### config.mk
export PLATFORM = sky130hd
export DESIGN_NAME = dplca_txop_table_ctrl
export DESIGN_NICKNAME = d
export VERILOG_FILES = /design/src/rtl/dplca_txop_table_ctrl.sv
export SDC_FILE = /design/constraint.sdc
export NUM_CORES = 1
export LEC_CHECK = 0
export ABC_CLOCK_PERIOD_IN_PS = 4800
export CORE_UTILIZATION = 56
export CTS_BUF_LIST = sky130_fd_sc_hd__clkbuf_2
export DETAILED_ROUTE_END_ITERATION = 10
export GPL_TIMING_DRIVEN = 0
export PLACE_DENSITY = 0.85
export SYNTH_ARGS = -nofsm -noshare
export SYNTH_HDL_FRONTEND = slang
export SYNTH_SLANG_ARGS = --single-unit
### constraint.sdc
create_clock -name clk -period 4.8 [get_ports clk]
set_input_delay 0.72 -clock clk [delete_from_list [all_inputs] [get_ports clk]]
set_output_delay 0.72 -clock clk [all_outputs]
set_load 0.01 [all_outputs]
### src/rtl/dplca_txop_table_ctrl.sv
// DPLCA transmit-opportunity claim table: collects per-TO claims over each PLCA
// cycle, publishes them at every BEACON and ages the table out every aging window.
module dplca_txop_table_ctrl #(
  parameter logic [1:0] BEACON = 2'b00,
  parameter logic [7:0] MAX_ID = 8'd254
) (
  input  logic         clk,
  input  logic         plca_reset,
  input  logic         dplca_en,
  input  logic         plca_en,
  input  logic [15:0]  aging_cycles,
  input  logic [1:0]   rx_cmd,
  input  logic         claim_valid,
  input  logic [7:0]   claim_id,
  input  logic [7:0]   plca_node_count,
  output logic [255:0] txop_claim_table,
  output logic         dplca_txop_table_upd,
  output logic         dplca_new_age,
  output logic [7:0]   dplca_txop_id,
  output logic [7:0]   dplca_txop_node_count,
  output logic [15:0]  age_count
);

  localparam int unsigned NUM_TO = 256;
  localparam int unsigned AGE_W  = 16;

  typedef enum logic [1:0] {
    IDLE = 2'd0,
    SYNC = 2'd1,
    RUN  = 2'd2
  } state_t;

  state_t              state;
  logic [NUM_TO-1:0]   accum;
  logic [7:0]          cyc_max;
  logic                beacon_q;

  logic                beacon_evt_c;
  logic                claim_ok_c;
  logic [NUM_TO-1:0]   claim_vec_c;
  logic [7:0]          max_c;
  logic [AGE_W-1:0]    aging_lim_c;
  logic [AGE_W-1:0]    age_inc_c;
  logic                age_wrap_c;

  // Beacon edge, accepted claim decode and the closing-cycle arithmetic
  always_comb begin
    beacon_evt_c = (rx_cmd == BEACON) && !beacon_q;
    claim_ok_c   = claim_valid && (claim_id <= MAX_ID);
    claim_vec_c  = '0;
    if (claim_ok_c) claim_vec_c[claim_id] = 1'b1;
    max_c        = (claim_ok_c && (claim_id > cyc_max)) ? claim_id : cyc_max;
    aging_lim_c  = (aging_cycles == '0) ? AGE_W'(1) : aging_cycles;
    age_inc_c    = (age_count == '1) ? age_count : age_count + AGE_W'(1);
    age_wrap_c   = age_inc_c >= aging_lim_c;
  end

  always_ff @(posedge clk) begin
    if (plca_reset || !dplca_en || !plca_en) begin
      state                 <= IDLE;
      accum                 <= '0;
      cyc_max               <= '0;
      beacon_q              <= 1'b0;
      txop_claim_table      <= '0;
      dplca_txop_table_upd  <= 1'b0;
      dplca_new_age         <= 1'b0;
      dplca_txop_id         <= '0;
      dplca_txop_node_count <= '0;
      age_count             <= '0;
    end else begin
      beacon_q             <= (rx_cmd == BEACON);
      dplca_txop_table_upd <= 1'b0;
      case (state)
        IDLE: state <= SYNC;
        SYNC: begin
          // First beacon only aligns to the cycle; the partial cycle is dropped
          if (beacon_evt_c) begin
            state     <= RUN;
            accum     <= '0;
            cyc_max   <= '0;
            age_count <= '0;
          end
        end
        RUN: begin
          if (beacon_evt_c) begin
            dplca_txop_table_upd  <= 1'b1;
            dplca_txop_id         <= max_c;
            dplca_txop_node_count <= plca_node_count;
            cyc_max               <= '0;
            if (age_wrap_c) begin
              txop_claim_table <= accum | claim_vec_c;
              accum            <= '0;
              age_count        <= '0;
              dplca_new_age    <= 1'b1;
            end else begin
              // accum keeps the whole window so the next aging close sees it all
              txop_claim_table <= txop_claim_table | accum | claim_vec_c;
              accum            <= accum | claim_vec_c;
              age_count        <= age_inc_c;
              dplca_new_age    <= 1'b0;
            end
          end else begin
            accum   <= accum | claim_vec_c;
            cyc_max <= max_c;
          end
        end
        default: state <= IDLE;
      endcase
    end
  end

endmodule

After elaboration in Yosys (flattened, before gate mapping)

Cells that the tools add are included.

Output and inout port bits: 290
Register bits: 557
Word-level logic and storage cells: 65

Add/sub/neg operators: 1
$lt $le $gt $ge: 5
Multiplexer cells: 22
Bitwise operators: 4
Eq/ne operators: 5
Reduce and logical (&&, ||, !) cells: 18

Operators with widths:

| kind                    | number |
|---|---|
| $mux W256               | 5 |
| $or A256 B256 Y256      | 3 |
| $pmux W256 S2           | 1 |
| $mux W16                | 5 |
| $pmux W16 S2            | 1 |
| $mux W8                 | 3 |
| $add A16 B1 Y16 const B | 1 |
| $eq A16 B16 Y1 const B  | 1 |
| $ge A16 B16 Y1          | 1 |
| $logic_not A16 Y1       | 1 |
| $pmux W8 S2             | 1 |
| $lt A8 B9 Y1 const B    | 1 |
| $demux W1 S8            | 1 |
| $ge A8 B1 Y1 const B    | 1 |
| $gt A8 B8 Y1            | 1 |
| $le A8 B8 Y1 const B    | 1 |
| $pmux W2 S3             | 1 |
| $reduce_and A2 Y1       | 3 |
| $logic_and A1 B1 Y1     | 4 |
| $logic_not A2 Y1        | 2 |
| $ne A2 B2 Y1 const B    | 2 |
| $logic_not A1 Y1        | 3 |
| $mux W1                 | 3 |
| $reduce_and A3 Y1       | 1 |
| other kinds (7)         | 8 |

Depth between registers and ports, before layout

Depth after elaboration: 9
Mapped depth: 16
Gate-level depth less buffers: 13

Least setup slack after synthesis

OpenSTA, ideal clock, no wires.

Path kind: register -> register
Start point: register age_count[2]
End point: register accum[222]
Path slack: 1.280 ns
Arrival time: 3.385 ns
Library setup time: 0.135 ns
Stages on the path, launching flop included: 16
Buffers on the path: 4
Clock period less this slack: 3.520 ns
Path through: dfxtp_1 clkbuf_1 nand4_1 nor4_4 nor3_1 xor2_1 ha_1 nand2_1 nor3_1 a21oi_1 o21ai_1 a21o_1 buf_2 buf_2 clkbuf_1 a21boi_0

Word-level cells in the longest chain between the ends: 6

RTL lines:

| what                                              | line | text |
|---|---|---|
| start: declaration                                | 21   | `output logic [15:0] age_count` |
| start signal: assignment                          | 99   | `age_count <= age_inc_c;` |
| $add A16 B1 Y16 or $eq A16 B16 Y1 (tied branches) | 54   | `age_inc_c = (age_count == '1) ? age_count : age_count + AGE_W'(1);` |
| $mux W16 (*)                                      | 54   |  |
| $ge A16 B16 Y1 (*)                                | 55   | `age_wrap_c = age_inc_c >= aging_lim_c;` |
| $mux W256 (*)                                     | 90   | `if (age_wrap_c) begin` |
| $mux W256 (*)                                     | 85   | `if (beacon_evt_c) begin` |
| $pmux W256 S2 (*)                                 | 73   | `case (state)` |
| end signal: assignment                            | 98   | `accum <= accum \| claim_vec_c;` |
| end signal: assignment                            | 103  | `accum <= accum \| claim_vec_c;` |
| end: declaration                                  | 34   | `logic [NUM_TO-1:0] accum;` |

Mark *: on every way between the ends. The rest lies on a longest branch, timed or not.
A chain may end at the register's enable or synchronous reset.

Worst setup path after layout

Start point: register age_count[2]
End point: register txop_claim_table[40]

Word-level cells in the longest chain between the ends: 4

RTL lines:

| what                                              | line | text |
|---|---|---|
| $add A16 B1 Y16 or $eq A16 B16 Y1 (tied branches) | 54   |  |
| $mux W16 (*)                                      | 54   |  |
| $ge A16 B16 Y1 (*)                                | 55   |  |
| $mux W256 (*)                                     | 90   |  |
| end signal: assignment                            | 91   | `txop_claim_table <= accum \| claim_vec_c;` |
| end signal: assignment                            | 97   | `txop_claim_table <= txop_claim_table \| accum \| claim_vec_c;` |
| end: declaration                                  | 16   | `output logic [255:0] txop_claim_table,` |

Marks and branches as above.

==> flow_metrics.py <==
metrics = {
    "yosys": {
        "syn_inst": 2108,
        "synth-seq-cells": 557,
        "syn-cell-area_sq_um": 20900,
        "ys_seq_area_share_pct": 53.4,
        "synth_warnings": 0,
        "synth_top_area_share_pct": 53.4,
        "ys_types": 55,
        "yosys.area.top_type": "dfxtp_1",
        "async_reset_ff_share_pct": 0,
        "synth_edf_count": 0,
        "synth_ff_type": "dfxtp_1",
        "syn_area_per_cell_sq_um": 9.91,
        "synth_area_leaders": "dfxtp_1 (53%), a21oi_1 (6.9%), a32o_1 (6.3%), o2bb2ai_1 (6.2%), a22o_1 (5.1%)",
        "synth_nets": 2172,
    },
    "timing": {
        "worst_slew_pin_slew_ps": 1210,
        "slew_headroom_pct": 18.6,
        "whs_ps": 192,
        "finClkSkew_ps": 70.2,
        "setup_violations": 0,
        "fmax_mhz": 215,
        "setup_slack_ps": 145,
        "hold_viol_final": 0,
        "drv_slew": 0,
        "fin_crit_ps": 4650,
        "period_share_pct": 97.0,
    },
    "cells_and_area": {
        "layout-drive-gt1-share_pct": 10.7,
        "mostFrequentLayoutCell": "dfxtp_1",
        "syn_to_final_growth_pct": 24.9,
        "nNetsFinal": 2642,
        "final_cell_area_sq_um": 26100,
        "final_cell_mix": "dfxtp_1 (557), clkdlybuf4s50_1 (328), a21oi_1 (283), clkbuf_2 (195), nand2_1 (156)",
    },
    "clocking": {
        "clock_path_buffers": 3,
        "cts_tree": "yes",
        "clock_latency_ps": 1100,
        "cts_root_buf": "clkbuf_2",
        "clk_transition_reported_paths_ps": 100,
        "hold_buffers": 0,
        "numCtsBuffers": 138,
        "h-tree-depth": 4,
        "clock_sinks": 557,
    },
    "detailed_routing": {
        "antenna_left": 0,
        "dr.pass1.iters": 6,
        "wl_per_cell_microns": 22.2,
        "wl_microns": 70000,
        "initialDrtViolationCount": 1646,
        "drc": 0,
        "vias_per_cell": 6.23,
        "vias": 19600,
    },
    "global_route": {
        "antenna_found_initial": 3,
        "grt_max_degree": 17,
        "track_usage_pct": 35.7,
        "grt_pass1_wl_microns": 106000,
        "grt_pass1_vias": 19200,
        "grt_overflow": 0,
    },
    "power_and_ir_drop": {
        "ir_drop_mv": 0.212,
        "power.density_nw_per_um2": 314,
        "leakage_uw": 0.00900,
    },
    "floorplanning": {
        "ios": 329,
        "fp.coreArea_sq_um": 36600,
        "fp.dieW_microns": 195,
        "start_util_pct": 57.0,
        "die_height_microns": 195,
        "rows": 70,
        "die_area_sq_um": 38100,
    },
    "place": {
        "portBuffers": 328,
        "hpwl_microns": 48200,
        "dpl_worst_slack_ps": -272,
        "place_congestion": 0.923,
        "placed_area_sq_um": 24700,
    },
    "setup_path": {
        "start_kind": "flop",
        "critPathCaptureType": "flop",
        "crit_fanout": 10,
        "crit_type": "flop to flop",
        "crit_required_ps": 5770,
        "crit_arrival_ps": 5620,
    },
    "run_status": {
        "status": "finished clean",
    },
    "hold_path": {
        "hold_class": "primary input to flop",
    },
    "job": {
        "drv_cap": 0,
    },
}
[state kept, by name (all words and copies together) (netlist names), 2 cells and up]
signal                 flops
accum                    256
age_count                 16
cyc_max                    8
dplca_txop_id              8
dplca_txop_node_count      8
state                      2
txop_claim_table         256
[synth_stat cells, drive strengths merged, types with 10 or more instances]
master and number:
a21oi 286, nor2 142, buf 64, o2bb2ai 147
nor4 17, dfxtp 557, a21o 11, nor3 38
a32o 131, a22o 121, ha 25, a21boi 102
inv 29, nand2 157, clkbuf 150, nand2b 10
o21ai 22
[metal layers]
layer	routed length [microns]	track usage [%]	vias up	share of wire, %
met4	4020	22.5	2	5.7
met1	28000	44.5	9333	40
li1	-	-	8823	-
met5	13	0	-	0.019
met2	30900	55.3	1157	44
met3	6930	9.26	261	9.9
[metrics by stage]
| step | instances | utilization (%) | TNS, ps | power (uW) |
|---|---|---|---|---|
| floorplan | 2108 | - | 0 | 4880 |
| global placement | 2904 | 67.6 | -24500 | 4990 |
| detailed placement | 2904 | 67.6 | -38760 | 4990 |
| CTS | 3140 | 71.1 | 0 | 8180 |
| global route | 3143 | 71.2 | -2.68 | 8440 |
| finish | 3144 | 71.2 | 0 | 8180 |
[final timing paths]
kind	start	to	slack (ps)	cells after the start
max	age_count[2]	txop_claim_table[40]	150	14
min	plca_node_count[6]	dplca_txop_node_count[6]	190	3
max reg2reg	age_count[2]	txop_claim_table[40]	150	14
min reg2reg	accum[47]	txop_claim_table[47]	460	2
[kinds of logic after synthesis]
| kind of cell | Yosys count | share of synthesized area [%] |
|---|---|---|
| adders and majority gates | 25 | 1.50 |
| DFF | 557 | 53.4 |
| muxes | 10 | 0.491 |
| and+or+nand+nor | 405 | 8.53 |
| buffers and inverters | 243 | 5.21 |
| AOI/OAI and AO/OA | 859 | 30.5 |
| xor gates and xnor gates | 9 | 0.378 |
[worst max-delay path, cell delays in order, from the launching register on]
cell and delay, ps:
dfxtp_1 340, clkbuf_1 300, nand4_1 370, nor4_2 450
nand3_1 340, a31oi_1 260, ha_1 260, a211oi_1 240
nor2_1 100, nor3_1 390, o21ai_4 200, a21oi_2 350
clkbuf_2 450, buf_2 300, o2bb2ai_1 140
[report_power, final]
group / switching, uW / leakage (uW) / internal [uW]
sequential: 0.429 / 0.00448 / 4620
clock: 1940 / 0.000944 / 1340
combinational: 200 / 0.00357 / 79.4
[timing repair]
action                     CTS  global route
gates resized for setup      4             6
setup endpoints to repair  316           371
pin swaps                    1             1
setup buffers                0             2
[layout make-up]
class / instances / area [sq um]
Inverter: 29 / 109
Sequential cell: 557 / 11200
Tap cell: 468 / 586
Clock inverter: 45 / 317
Antenna cell: 2 / 5.00
Fill cell: 2730 / 10500
Buffer: 214 / 985
Timing Repair Buffer: 330 / 3300
Multi-Input combinational cell: 1308 / 8660
Clock buffer: 191 / 956
Power figures use the tool's default switching activity.
==> RTL edit 1, RTL diff (same settings) <==
Register the input `claim_id` before use. The logic sees it one clock later. The other inputs are not delayed to match.
--- a/src/rtl/dplca_txop_table_ctrl.sv
+++ b/src/rtl/dplca_txop_table_ctrl.sv
@@ -31,4 +31,10 @@
   } state_t;
 
+  logic [7:0] claim_id_q;
+
+  always_ff @(posedge clk) begin
+    claim_id_q <= claim_id;
+  end
+
   state_t              state;
   logic [NUM_TO-1:0]   accum;
@@ -47,8 +53,8 @@
   always_comb begin
     beacon_evt_c = (rx_cmd == BEACON) && !beacon_q;
-    claim_ok_c   = claim_valid && (claim_id <= MAX_ID);
+    claim_ok_c   = claim_valid && (claim_id_q <= MAX_ID);
     claim_vec_c  = '0;
-    if (claim_ok_c) claim_vec_c[claim_id] = 1'b1;
-    max_c        = (claim_ok_c && (claim_id > cyc_max)) ? claim_id : cyc_max;
+    if (claim_ok_c) claim_vec_c[claim_id_q] = 1'b1;
+    max_c        = (claim_ok_c && (claim_id_q > cyc_max)) ? claim_id_q : cyc_max;
     aging_lim_c  = (aging_cycles == '0) ? AGE_W'(1) : aging_cycles;
     age_inc_c    = (age_count == '1) ? age_count : age_count + AGE_W'(1);
Check against the original RTL: same outputs for any inputs over 4 cycles, from zero or initial values; that may be too few to reach the edited logic, so the function may still have changed.
==> RTL edit 1 against the original RTL <==
Sequential cell count rose by 8. Wire length decreased by 2.2%. Synthesized area is 0.94% higher. Design area rose by 0.98%. Largest power group unchanged. Critical path type unchanged. Global-route usage is 0.64 points lower. Highest routed layer is now met4. Total power increased by 2.7%. Setup slack gained 260 ps. Largest cell class unchanged. Sequential power increased by 2%.
==> RTL edit 1: results (changes against the original RTL) <==
status=finished, final reports clean (unchanged); worst-margin pin slew=1150 ps (was 1210 ps); Skew-Pair Late Insertion Delay=1130 ps (was 1100 ps); hold_sp=claim_id[3] (was plca_node_count[6]); layout cells sized above 1=12.8% (was 10.7%); initial antenna violation count=2 (was 3); first-pass GRT wire length=105 mm (was 106 mm); r2r endpoint=txop_claim_table[74]$_SDFFE_PP0P_ (was txop_claim_table[40]$_SDFFE_PP0P_); DR vias=19,511 (was 19,576); sequential fraction of the synthesis area=53.7% (was 53.4%); Iter 0 DRT Violations=1,660 (was 1,646); Final Skew=86.0 ps (was 70.2 ps); synth cell count leaders=dfxtp_1 (565), a21oi_1 (279), o2bb2ai_1 (261), nand2_1 (159), clkbuf_1 (93) (was dfxtp_1 (557), a21oi_1 (286), nand2_1 (156), clkbuf_1 (150), o2bb2ai_1 (147)); vias in the first global route=19,391 (was 19,177); P_leak=9.59 nW (was 9.00 nW); DP Worst Slack=177 ps (was -272 ps); flop2flop setup slack=410 ps (was 150 ps); routability cong.=0.917 (was 0.923); DRT Wirelength=68.4 mm (was 70.0 mm); HPWL after DPL=48.2 mm (about the same); top post-synthesis cells by area=dfxtp_1 (54%), o2bb2ai_1 (11%), a21oi_1 (6.6%), nand2_1 (2.8%), a21o_1 (2.8%) (was dfxtp_1 (53%), a21oi_1 (6.9%), a32o_1 (6.3%), o2bb2ai_1 (6.2%), a22o_1 (5.1%)); Worst path slowest cell=dfxtp_1 (was nor4_2); dpl cell area=24,900 um2 (was 24,700 um2); Endpoint, Worst Hold=claim_id_q[3]$_DFF_P_ (was dplca_txop_node_count[6]$_SDFFE_PP0P_); worst vdd ir=0.000249 V (was 0.000212 V)
[RTL edit 1: how the worst max path moves through the flow]
stage / from / end / slack [ps]
2_1_floorplan: age_count[0]$_SDFFE_PP0P_ / accum[19]$_SDFFE_PP0P_ / 1190
3_3_place_gp: age_count[0]$_SDFFE_PP0P_ / txop_claim_table[125]$_SDFFE_PP0P_ / 270
3_5_place_dp: age_count[0]$_SDFFE_PP0P_ / txop_claim_table[68]$_SDFFE_PP0P_ / 180
4_1_cts: age_count[0]$_SDFFE_PP0P_ / txop_claim_table[129]$_SDFFE_PP0P_ / 150
5_1_grt: age_count[0]$_SDFFE_PP0P_ / txop_claim_table[208]$_SDFFE_PP0P_ / 150
6_report: age_count[0]$_SDFFE_PP0P_ / txop_claim_table[74]$_SDFFE_PP0P_ / 410
[RTL edit 1: area by class of cell]
type / instances / area (um2)
Sequential cell: 565 / 11300
Fill cell: 2772 / 10500
Multi-Input combinational cell: 1321 / 8700
Timing Repair Buffer: 329 / 3290
Clock buffer: 196 / 981
Buffer: 189 / 946
Tap cell: 468 / 586
Clock inverter: 47 / 378
Inverter: 34 / 128
Antenna cell: 2 / 5.00
[RTL edit 1: report_power, final]
| part | internal [W] | switching (W) |
|---|---|---|
| sequential | 0.00469 | 0.00000400 |
| clock | 0.00148 | 0.00195 |
| combinational | 0.0000818 | 0.000203 |
| total | 0.00625 | 0.00215 |
[RTL edit 1: kinds of logic (layout without fill, tap and decap cells)]
logic type | after synthesis | after routing | synth area share (%)
other | 0 | 2 | 0
buffers and inverters | 223 | 795 | 5.06
flip-flops | 565 | 565 | 53.7
AND/OR/NAND/NOR | 412 | 412 | 9.09
multiplexers | 18 | 18 | 0.884
AO/OA/AOI/OAI | 859 | 859 | 29.5
XOR/XNOR | 7 | 7 | 0.291
adder cells (fa/ha/maj) | 25 | 25 | 1.48
[RTL edit 1: what timing repair did]
item / CTS / global route
gates resized for setup: 0 / 3
setup endpoints to repair: 0 / 243
setup buffers: 0 / 1
[RTL edit 1: metrics by stage]
step	hold slack [ps]	instances
after floorplan	431	2109
after global placement	436	2905
after detailed placement	440	2905
after CTS	5.56	3148
after global routing	17.0	3150
final	77.0	3151
[RTL edit 1: layer usage]
layer  share of wire [%]  wire length [um]  GRT usage [%]  vias up
met5                   0                 0              0        -
met4                 4.4              3010           19.6        0
met3                 9.3              6330           7.94      210
met2                  45             30900           54.6     1117
met1                  41             28200           45.1     9356
li1                    -                 -              -     8828
[RTL edit 1: critical path: cells and delay by family, from the launching register on]
| kind | cells | cell delay, ps |
|---|---|---|
| and+or+nand+nor | 6 | 1300 |
| AOI/OAI and AO/OA | 3 | 920 |
| buffers and inverters | 3 | 880 |
| adders and majority gates | 2 | 500 |
| DFF | 1 | 460 |
| xor gates and xnor gates | 1 | 180 |
==> RTL edit 2, RTL diff (config.mk and constraints unchanged) <==
Without the edit above. Re-encode `state_t` (3 states) as one-hot, 3 bits wide.
--- a/src/rtl/dplca_txop_table_ctrl.sv
+++ b/src/rtl/dplca_txop_table_ctrl.sv
@@ -25,8 +25,8 @@
   localparam int unsigned AGE_W  = 16;
 
-  typedef enum logic [1:0] {
-    IDLE = 2'd0,
-    SYNC = 2'd1,
-    RUN  = 2'd2
+  typedef enum logic [2:0] {
+    IDLE = 3'b001,
+    SYNC = 3'b010,
+    RUN  = 3'b100
   } state_t;
 
Check against the original RTL: no difference found for any inputs over 4 cycles, from zero or initial values; so few cycles prove little.
==> RTL edit 2 against the original RTL <==
The flow now finishes with violations (design-rule violations). Synthesized area increased by 4.0%. Worst hold slack got worse by 58 ps. Total power decreased by 1.5%. Sequential cell count increased by 1. Design area increased by 3.0%. Via count increased by 8.8%. Wire length increased by 6.9%. Setup slack improved by 330 ps.
==> RTL edit 2: results (changes against the original RTL) <==
DRT Wirelength=74.8 mm (was 70.0 mm); first-pass GRT wire length=113 mm (was 106 mm); area of the multi-input gates=9300 um2 (was 8660 um2); Skew-Pair Late Insertion Delay=1160 ps (was 1100 ps); Post-CTS Resized=0 (was 4); HPWL after DPL=51.8 mm (was 48.2 mm); status=finished, violations left (was finished, final reports clean); Critical Path Max Stage Delay=510 ps (was 450 ps); synth cell count leaders=dfxtp_1 (558), nand2_1 (331), a21oi_1 (286), o2bb2ai_1 (157), o32ai_1 (149) (was dfxtp_1 (557), a21oi_1 (286), nand2_1 (156), clkbuf_1 (150), o2bb2ai_1 (147)); Worst R2R Start=age_count[0]$_SDFFE_PP0P_ (was age_count[2]$_SDFFE_PP0P_); CP arrival=5350 ps (was 5620 ps); DRC Markers=2 (was 0); Post-Synth XOR/XNOR Area=0.323% (was 0.378%); Seq/total area=41.6% (was 42.8%); Clock-cell share=4.47% (was 4.88%); Non-clk invs=27 (was 29); Nets=2,849 (was 2,642); dpl cell area=25,600 um2 (was 24,700 um2); most frequent cell after synthesis=dfxtp_1 (unchanged); sequential fraction of the synthesis area=51.4% (was 53.4%); routability cong.=0.946 (was 0.923); Non-clk bufs=549 (was 544); fill count=2,896 (was 2,730); GR Util All Layers=37.3% (was 35.7%); Final Skew=75.1 ps (was 70.2 ps); multi-input logic cell count=1,510 (was 1,308); syn nets=2,380 (was 2,172); Int Power=0.00593 W (was 0.00604 W); main combinational cell family by area after synthesis=compound AO/OA/AOI/OAI gates (unchanged); hold slack=135 ps (was 192 ps); top flop regs=accum (256), txop_claim_table (256), age_count (16) (unchanged); TritonCTS Sinks=558 (was 557); Synth Area in Compound Gates=28.1% (was 30.5%); hold_sp=plca_node_count[0] (was plca_node_count[6]); CTS Buf Count=139 (was 138); Clock Power Share=39.1% (was 40.1%); Max transition margin=23.8% (was 18.6%); failing checks=design-rule violations; initial antenna violation count=2 (was 3); top post-synthesis cells by area=dfxtp_1 (51%), a21oi_1 (6.6%), o2bb2ai_1 (6.3%), o32ai_1 (6.0%), nand2_1 (5.7%) (was dfxtp_1 (53%), a21oi_1 (6.9%), a32o_1 (6.3%), o2bb2ai_1 (6.2%), a22o_1 (5.1%)); r2r endpoint=txop_claim_table[242]$_SDFFE_PP0P_ (was txop_claim_table[40]$_SDFFE_PP0P_); drt first pass iters=11 (was 6); Async SR Flop Fraction=0% (unchanged); Endpoint, Worst Hold=dplca_txop_node_count[0]$_SDFFE_PP0P_ (was dplca_txop_node_count[6]$_SDFFE_PP0P_); Synth Area in Adders=1.44% (was 1.50%); clock buffers=191 (unchanged); vias in the first global route=20,365 (was 19,177); Synth cell types=57 (was 55); vias per cell=6.30 (was 6.23); P_leak=9.02 nW (was 9.00 nW); NonClk Buf Share=16.5% (was 16.4%); worst vdd ir=0.000180 V (was 0.000212 V); flop2flop setup slack=470 ps (was 150 ps); layout cells sized above 1=12.0% (was 10.7%); mux share of post-synthesis cell area=0.524% (was 0.491%); Iter 0 DRT Violations=2,518 (was 1,646)
RTL edit 2: cell types whose count changed after synthesis, sizes merged, moves of 9 or more:
cell     before  now
o32ai         8  149
buf          64  115
a211oi        9    0
a22o        121   99
clkbuf      150  106
nor4         17    8
a21o         11    1
nor3         38   28
o2bb2ai     147  157
nand3         9   58
nand2       157  331
a32o        131    0
RTL edit 2: layer usage:
| metal | GRT usage (%) | part of all wire, % | vias up |
|---|---|---|---|
| li1 | - | - | 9489 |
| met1 | 46.9 | 38 | 9986 |
| met2 | 56.4 | 44 | 1503 |
| met3 | 11.3 | 12 | 310 |
| met4 | 22.0 | 5.6 | 2 |
| met5 | 0.511 | 0.017 | - |
RTL edit 2: through the flow:
stage	total power [W]	setup WS (ps)	cells	util, %
after floorplan	0.00488	1440	2316	-
after global placement	0.00499	617	3155	67.6
after detailed placement	0.00500	596	3155	67.6
final	0.00806	471	3381	70.8
after CTS	0.00803	544	3379	70.8
after global routing	0.00834	133	3380	70.8
RTL edit 2: worst max-delay path by stage:
stage | start | to | slack (ps)
finish | age_count[0]$_SDFFE_PP0P_ | txop_claim_table[242]$_SDFFE_PP0P_ | 470
detailed placement | age_count[0]$_SDFFE_PP0P_ | txop_claim_table[242]$_SDFFE_PP0P_ | 600
global route | age_count[0]$_SDFFE_PP0P_ | txop_claim_table[70]$_SDFFE_PP0P_ | 130
CTS | age_count[4]$_SDFFE_PP0P_ | accum[111]$_SDFFE_PP0P_ | 540
global placement | age_count[0]$_SDFFE_PP0P_ | txop_claim_table[243]$_SDFFE_PP0P_ | 620
floorplan | age_count[0]$_SDFFE_PP0P_ | accum[242]$_SDFFE_PP0P_ | 1440
